==> config.mk <==
export PLATFORM = sky130hd
export DESIGN_NAME = sa_feeder
export DESIGN_NICKNAME = d
export VERILOG_FILES = /design/src/rtl/sa_pkg.sv /design/src/rtl/sa_operand_mux.sv /design/src/rtl/sa_feeder.sv
export SDC_FILE = /design/constraint.sdc
export NUM_CORES = 1
export LEC_CHECK = 0
export BUFFER_PORTS_ARGS = -buffer_cell sky130_fd_sc_hd__buf_2
export CAP_MARGIN = 20
export CORE_AREA = 4 4 189 191
export CTS_BUF_LIST = sky130_fd_sc_hd__clkbuf_8
export CTS_CLUSTER_SIZE = 16
export DETAILED_ROUTE_END_ITERATION = 10
export DIE_AREA = 0 0 193 195
export GPL_ROUTABILITY_DRIVEN = 0
export PLACE_DENSITY_LB_ADDON = 0.25
export RECOVER_POWER = 50
export SYNTH_ARGS = -nofsm -noshare
export SYNTH_HDL_FRONTEND = slang
export SYNTH_SLANG_ARGS = --single-unit
==> constraint.sdc <==
create_clock -name clk -period 26.3 [get_ports clk]
set_input_delay 0 -clock clk [delete_from_list [all_inputs] [get_ports clk]]
set_output_delay 0 -clock clk [all_outputs]
set_load 0.1 [all_outputs]
==> src/rtl/sa_pkg.sv <==
// Shared definitions for the systolic-array operand feeder.
// Default dimensions, the FSM state encoding and packed matrix types.
package sa_pkg;

  localparam int N     = 3;
  localparam int DW    = 8;
  localparam int ACC_W = 16;

  typedef enum logic [1:0] {
    IDLE   = 2'd0,
    FEED   = 2'd1,
    FLUSH  = 2'd2,
    RESULT = 2'd3
  } state_t;

  typedef logic [N*N*DW-1:0]    mat_t;
  typedef logic [N*N*ACC_W-1:0] res_t;
  typedef logic [N*DW-1:0]      lane_t;

endpackage

==> src/rtl/sa_operand_mux.sv <==
// Combinational operand selector: column k of A onto the row lanes,
// row k of B onto the column lanes. The caller registers the outputs.
module sa_operand_mux #(
  parameter int N  = 3,
  parameter int DW = 8,
  parameter int KW = 2
) (
  input  logic [N*N*DW-1:0] mat_a,
  input  logic [N*N*DW-1:0] mat_b,
  input  logic [KW-1:0]     k,
  output logic [N*DW-1:0]   col_a,
  output logic [N*DW-1:0]   row_b
);

  // lane i of col_a is A[i][k]; lane j of row_b is B[k][j]
  always_comb begin
    col_a = '0;
    row_b = '0;
    for (int i = 0; i < N; i++) begin
      col_a[i*DW +: DW] = mat_a[(i*N + int'(k))*DW +: DW];
      row_b[i*DW +: DW] = mat_b[(int'(k)*N + i)*DW +: DW];
    end
  end

endmodule

==> src/rtl/sa_feeder.sv <==
// Operand feeder / result collector for an N x N systolic array.
// Accepts two matrices, streams A columns and B rows for N cycles, waits
// for the array result, then holds it until the consumer takes it.
// Optional build macro SA_FEEDER_TIMEOUT_EN adds a FLUSH watchdog that
// returns an all-zero result flagged by res_err after TIMEOUT cycles.
module sa_feeder #(
  parameter int N       = sa_pkg::N,
  parameter int DW      = sa_pkg::DW,
  parameter int ACC_W   = sa_pkg::ACC_W,
  parameter int TIMEOUT = 64
) (
  input  logic                 clk,
  input  logic                 rst,
  input  logic                 in_valid,
  output logic                 in_ready,
  input  logic [N*N*DW-1:0]    mat_a,
  input  logic [N*N*DW-1:0]    mat_b,
  output logic                 sa_rst_n,
  output logic [N*DW-1:0]      sa_a,
  output logic [N*DW-1:0]      sa_b,
  input  logic [N*N*ACC_W-1:0] sa_c,
  input  logic                 sa_valid,
  output logic                 res_valid,
  input  logic                 res_ready,
  output logic [N*N*ACC_W-1:0] res_c,
  output logic                 res_err
);

  import sa_pkg::*;

  localparam int            KW     = (N > 1) ? $clog2(N) : 1;
  localparam logic [KW-1:0] K_LAST = KW'(N - 1);

  state_t              state, state_nx;
  logic [KW-1:0]       k;
  logic [KW-1:0]       k_sel;
  logic [N*N*DW-1:0]   a_q, b_q;
  logic [N*N*DW-1:0]   src_a, src_b;
  logic [N*DW-1:0]     col_a, row_b;
  logic                accept;
  logic                feed_last;
  logic                flush_hit;
  logic                wd_hit;

  assign accept    = in_valid && in_ready;
  assign feed_last = (state == FEED) && (k == K_LAST);
  assign flush_hit = (state == FLUSH) && sa_valid;

  // The handshake cycle must already load lane data for k=0, so the mux
  // reads the live inputs in IDLE and the captured copy afterwards.
  assign src_a = (state == IDLE) ? mat_a : a_q;
  assign src_b = (state == IDLE) ? mat_b : b_q;
  assign k_sel = (state == IDLE) ? '0 : k + 1'b1;

  sa_operand_mux #(.N(N), .DW(DW), .KW(KW)) u_mux (
    .mat_a (src_a),
    .mat_b (src_b),
    .k     (k_sel),
    .col_a (col_a),
    .row_b (row_b)
  );

`ifdef SA_FEEDER_TIMEOUT_EN
  localparam int WW = $clog2(TIMEOUT + 1);
  logic [WW-1:0] wd;

  assign wd_hit = (state == FLUSH) && !sa_valid && (wd == WW'(TIMEOUT - 1));

  // watchdog: counts consecutive FLUSH cycles, cleared elsewhere
  always_ff @(posedge clk) begin
    if (rst) begin
      wd <= '0;
    end else if (state == FLUSH) begin
      wd <= wd + 1'b1;
    end else begin
      wd <= '0;
    end
  end

  // error flag: set on watchdog expiry, cleared by a genuine result
  always_ff @(posedge clk) begin
    if (rst) begin
      res_err <= 1'b0;
    end else if (flush_hit) begin
      res_err <= 1'b0;
    end else if (wd_hit) begin
      res_err <= 1'b1;
    end
  end
`else
  assign wd_hit  = 1'b0;
  assign res_err = 1'b0;
`endif

  // state register
  always_ff @(posedge clk) begin
    if (rst) begin
      state <= IDLE;
    end else begin
      state <= state_nx;
    end
  end

  // next-state logic
  always_comb begin
    state_nx = state;
    case (state)
      IDLE:    if (accept) state_nx = FEED;
      FEED:    if (k == K_LAST) state_nx = FLUSH;
      FLUSH:   if (sa_valid || wd_hit) state_nx = RESULT;
      RESULT:  if (res_ready) state_nx = IDLE;
      default: state_nx = IDLE;
    endcase
  end

  // state-decoded outputs
  always_comb begin
    in_ready  = (state == IDLE) && !rst;
    sa_rst_n  = (state == FEED) || (state == FLUSH);
    res_valid = (state == RESULT);
  end

  // operand capture on handshake (data only, no reset)
  always_ff @(posedge clk) begin
    if (accept) begin
      a_q <= mat_a;
      b_q <= mat_b;
    end
  end

  // lane streams: k=0 loaded at the handshake, then one step per FEED cycle
  always_ff @(posedge clk) begin
    if (rst) begin
      k    <= '0;
      sa_a <= '0;
      sa_b <= '0;
    end else if (accept) begin
      k    <= '0;
      sa_a <= col_a;
      sa_b <= row_b;
    end else if ((state == FEED) && !feed_last) begin
      k    <= k + 1'b1;
      sa_a <= col_a;
      sa_b <= row_b;
    end else begin
      k    <= '0;
      sa_a <= '0;
      sa_b <= '0;
    end
  end

  // result capture from the array, or zero on watchdog expiry
  always_ff @(posedge clk) begin
    if (rst) begin
      res_c <= '0;
    end else if (flush_hit) begin
      res_c <= sa_c;
    end else if (wd_hit) begin
      res_c <= '0;
    end
  end

endmodule

# Word-level counts from Yosys, hierarchy flattened
# Cells that the tools add are included.
# Widths: inputs -> output; s select.
# word_totals
rom_bits	0
latch_bits	0
ram_bits	0
wordCells	51
reg_bits	340
output_inout_bits	196
n_memories	0
input_bits	293
# classes
eq_ne	8
addsub	5
n_div	0
n_shift	6
n_reduce_logical	11
order_cmp	0
multipliers	1
n_bitwise	1
muxes	12
# ops
op	count
$shiftx 72x32->8	4
$mux 72	2
$mux 24	4
$shiftx 72x6->8	1
$shiftx 72x8->8	1
$add 29x2->29 const B	1
$add 29x3->29 const B	1
$mux 2	5
$pmux 2 s4	1
$eq 2x2->1 const B	3
$logic_and 1x1->1	5
$add 3x2->4 const A	1
$mul 2x2->4 const B	1
$ne 2x1->1 const B	2
$ne 2x2->1 const B	2
$reduce_and 4->1	1
$add 2x2->3 const A	1
$reduce_or 3->1	1
$add 2x1->2 const B	1
$eq 2x1->1 const B	1
$logic_not 1->1	2
$logic_not 2->1	1
$logic_or 1x1->1	1
$not 1->1	1

# Logic depth before layout (Yosys ltp)
# depth
ltp_word	7
mapped_depth	15
ltp_nobuf	9

# Cells and area by module
# Synthesis repeated with hierarchy kept, for this count alone.
# unflattened
cells_unflattened	1164
area_unflattened_um2	13704.4
# by_module_without_submodules
module	instances	area_each_um2	cells_per_inst	seq_area_each_um2
sa_feeder	1	12597.1	1068	8247.9
sa_operand_mux	1	1107.3	96	0.0

# Worst setup path before layout
# No wires, ideal clock.
# synth_path
kind	register to register
from	register state[0]
to	register a_q[0] (enable)
period_less_slack_ns	11.971
path_slack_ns	14.329
required_ns	25.477
n_path_buf	3
arrival_ns	11.148
setup_ns	0.823
path_stages_with_launch	8
cell_sequence	dfxtp_1 -> inv_1 -> ha_1 -> buf_2 -> inv_2 -> clkbuf_1 -> clkbuf_1 -> nor3_1
# synth_via
elab_chain_len	3
# synth_rtl
item	line_no	source
start, declared	sa_feeder.sv:34	state_t state, state_nx;
start signal, assigned	sa_feeder.sv:100	state <= state_nx;
$logic_not 2->1	sa_feeder.sv:118	in_ready = (state == IDLE) && !rst;
$logic_and 1x1->1	sa_feeder.sv:118	
$logic_and 1x1->1	sa_feeder.sv:45	assign accept = in_valid && in_ready;
named net accept	sa_feeder.sv:40	logic accept;
end signal, assigned	sa_feeder.sv:126	a_q <= mat_a;
end, declared	sa_feeder.sv:37	logic [N*N*DW-1:0] a_q, b_q;
# The timed path passes the listed nets, and every way through them passes these cells.
# A chain may end at the register's enable or synchronous reset.

# Worst setup path after layout
# layout_path
from	register k[0]
to	register sa_b[16]
# layout_via
elab_chain_len	7
word_cells_on_any_way	11
cone_classes	add/sub: 2; mul: 1; eq/ne: 1; shift: 1; mux: 3; reduce/logical: 3
# layout_rtl
item	line_no	source
start, declared	sa_feeder.sv:35	logic [KW-1:0] k;
start signal, assigned	sa_feeder.sv:142	k <= k + 1'b1;
$add 2x1->2	sa_feeder.sv:53	assign k_sel = (state == IDLE) ? '0 : k + 1'b1;
$mux 2	sa_feeder.sv:53	
$mul 2x2->4	sa_operand_mux.sv:21	row_b[i*DW +: DW] = mat_b[(int'(k)*N + i)*DW +: DW];
$add 29x3->29	sa_operand_mux.sv:21	
$shiftx 72x32->8	sa_operand_mux.sv:21	
$mux 24	sa_feeder.sv:141	end else if ((state == FEED) && !feed_last) begin
$mux 24 *	sa_feeder.sv:137	end else if (accept) begin
end signal, assigned	sa_feeder.sv:140	sa_b <= row_b;
end signal, assigned	sa_feeder.sv:144	sa_b <= row_b;
end, declared	sa_feeder.sv:20	output logic [N*DW-1:0] sa_b,
# Mark *: on every way between the ends. The rest lies on a longest branch, timed or not.

==> flow_metrics.py <==
metrics = {
    "status": {
        "status": "finished with violations",
        "violations": "capacitance limit, slew limit",
    },
    "synthesis": {
        "synth_seq_cells": 340,
        "postSynthCellCount": 1232,
        "post_synth_instance_area_mm2": 0.01350,
        "postSynthAreaPerCell_um2": 10.96,
        "post_synth_num_cell_types": 58,
        "ys.warnings.count": 0,
        "synth_fp_nets": 1534,
        "synth_ff_type": "sky130_fd_sc_hd__dfxtp_1",
        "synth_edf_count": 144,
        "synth_seq_area_share_pct": 61.09,
        "asyncSetResetFlopFracSynth_pct": 0,
    },
    "setup_path": {
        "reg2regPathDepth": 9,
        "startpoint_type": "flip-flop",
        "cp.arrival_ns": 6.67,
        "rr_endpoint": "sa_b[16]",
        "critical_path_peak_fanout": 67,
        "cp-end-kind": "flip-flop",
        "worstReg2RegStart": "k[0]",
        "worst-endpoint-required_ns": 26.80,
        "setup.worst_path.class": "reg2reg",
        "reg2reg_slack_ns": 20.13,
    },
    "floorplan": {
        "die_y_extent_um": 195,
        "design.portCount": 489,
        "die_x_um": 193,
        "core_region_area_mm2": 0.03412,
        "floorplan.die_area_mm2": 0.03764,
        "start_util_pct": 39.57,
        "rows": 68,
    },
    "finish": {
        "final_cell_area_mm2": 0.02010,
        "num-nets-final": 2311,
        "layout_common_cells": "sky130_fd_sc_hd__nand2_1 (337), sky130_fd_sc_hd__dlygate4sd3_1 (304), sky130_fd_sc_hd__clkbuf_1 (291)",
        "post_route_cells_drive_above_1_share_pct": 17.68,
        "most_frequent_standard_cell_in_the_layout_excluding_fill_and_tap_cells": "sky130_fd_sc_hd__nand2_1",
        "flow.area_growth_from_synthesis_pct": 48.91,
    },
    "routing": {
        "first_iter_violations": 718,
        "remaining_drc_errors": 0,
        "routed_wire_length_per_instance_um": 19.29,
        "drt-pass1-iter-count": 5,
        "postRouteAntennaNets": 0,
        "wirelength_um": 48740,
        "vias_per_cell": 5.063,
        "routed-via-count": 12790,
    },
    "place": {
        "place.port_buffers": 487,
        "post-dp-hpwl_um": 31070,
        "postPlaceCellArea_mm2": 0.01627,
    },
    "clock_tree": {
        "htree_num_levels": 2,
        "worst_skew_pair.late_latency_ns": 0.64,
        "cts.repair.resized": 0,
        "cts.root.buffer_cell": "sky130_fd_sc_hd__clkbuf_8",
        "clockBufferDepth": 3,
        "cts_inserted_buffers": 56,
        "cts_clock_pin_slew_for_the_worst_setup_and_hold_paths_ns": 0.06,
        "cts_tree": "done",
        "tritoncts_num_sinks": 340,
    },
    "timing": {
        "grt_setup_unrepaired": "false",
        "timing_worst_slew_pin_value_ns": 3.701,
        "drv_slew": 68,
        "fin_hold_ws_ns": 0.08345,
        "final_min_period_over_clock_period_pct": 23.44,
        "skew_ns": 0.02741,
        "max_freq_mhz": 162.2,
        "final_period_demand_of_the_worst_path_ns": 6.166,
        "timing.final.hold_violations": 0,
        "slew_headroom_pct": -146.8,
        "final.setup.tns_ns": 0,
        "finalSetupViolations": 0,
    },
    "power": {
        "pwr_density_cell_mw_per_mm2": 100.9,
        "power_leakage_nw": 7.567,
        "max-vdd-ir-drop_mv": 0.07567,
        "p_total_mw": 2.029,
    },
    "global_route": {
        "grt_start_max_net_pins": 93,
        "number_of_global_route_vias_before_repair": 13440,
        "first_pass_grt_wire_length_um": 73470,
        "globalRouteTotalUtil_pct": 24.89,
        "grt.overflow.total": 0,
        "initial_antenna_violation_count": 20,
    },
    "hold_path": {
        "endpoint_worst_hold": "a_q[22]",
        "min_from": "mat_a[22]",
        "hold_depth": 2,
        "timing.hold.worst.class": "in2reg",
    },
    "flow_run": {
        "maxCapViolCount": 1,
    },
}
[cells by family after synthesis]
family                     Yosys count  synth area share, %
and+or+nand+nor                    425                12.89
DFF                                340                61.09
muxes                               91                9.518
adders and majority gates            9               0.8341
other                                1              0.02778
buffers and inverters              101                3.225
AOI/OAI and AO/OA                  265                12.41
[what timing repair did]
item	in CTS	in global routing
hold buffers	304	0
setup buffers	0	0
setup endpoints to repair	0	0
endpoints found under the hold margin	340	0
[state kept, by name, summed over array words and instances (netlist names)]
register,flops
a_q,72
b_q,72
k,2
res_c,144
sa_a,24
sa_b,24
state,2
[report_power, final]
| group | leakage (nW) | switching, mW | internal (mW) |
|---|---|---|---|
| Clock | 0.621 | 0.214 | 0.234 |
| Combinational | 4.02 | 0.668 | 0.240 |
| Sequential | 2.92 | 0.0369 | 0.636 |
[synth_stat cells (10+ instances only)]
library cell               count  area share [%]
sky130_fd_sc_hd__a21oi_1     168             6.2
sky130_fd_sc_hd__a222oi_1     10            0.74
sky130_fd_sc_hd__a22oi_1      11            0.61
sky130_fd_sc_hd__buf_1        10            0.28
sky130_fd_sc_hd__buf_2        24            0.89
sky130_fd_sc_hd__clkbuf_1     51             1.4
sky130_fd_sc_hd__dfxtp_1     196              29
sky130_fd_sc_hd__edfxtp_1    144              32
sky130_fd_sc_hd__mux2_2       19             1.6
sky130_fd_sc_hd__mux2i_1      44             3.3
sky130_fd_sc_hd__mux4_2       28             4.7
sky130_fd_sc_hd__nand2_1     338             9.4
sky130_fd_sc_hd__nand2b_1     13            0.60
sky130_fd_sc_hd__nor2_1       33            0.92
sky130_fd_sc_hd__nor2b_1      10            0.46
sky130_fd_sc_hd__o22ai_1      13            0.60
[how the worst max path moves through the flow]
stage | from | endpoint
floorplan | state[0] | a_q[0]
global placement | k[0] | sa_b[16]
detailed placement | k[0] | sa_b[16]
CTS | k[0] | sa_b[16]
global route | k[0] | sa_b[16]
finish | k[0] | sa_b[16]
[area by class of cell]
type	instances	area (um^2)
inverters	11	41.29
well taps	455	569.3
repair buffers	809	5271
flip-flops and latches	340	8249
clock buffers	65	894.6
clock inverters	37	185.2
multi-input cells	791	4847
fillers	2955	14010
diodes	18	45.04
[routing by layer]
layer	up-vias	routed length, um	track usage, %
met5	-	33	0
met4	6	2336	12.30
met3	167	4599	8.598
met2	628	24220	41.94
met1	6037	17550	28.00
li1	5950	-	-
[per-stage QoR]
step	util [%]	cells	worst slack, ns
6_report	58.92	2526	20.13
3_3_place_gp	47.68	2100	22.58
5_1_grt	58.92	2525	19.73
2_1_floorplan	-	1232	14.33
4_1_cts	59.76	2506	22.41
3_5_place_dp	47.68	2100	22.42
[critical path, stage by stage (launching register included)]
cell and delay (ns):
sky130_fd_sc_hd__dfxtp_2 0.31, sky130_fd_sc_hd__clkbuf_1 2.60, sky130_fd_sc_hd__nor2_1 0.91, sky130_fd_sc_hd__inv_1 0.26, sky130_fd_sc_hd__ha_2 0.20, sky130_fd_sc_hd__buf_4 0.68
sky130_fd_sc_hd__nand2b_1 0.32, sky130_fd_sc_hd__a221o_1 0.36, sky130_fd_sc_hd__o221ai_1 0.21, sky130_fd_sc_hd__o32ai_1 0.13
No activity file was read; power rests on OpenSTA's default activity.
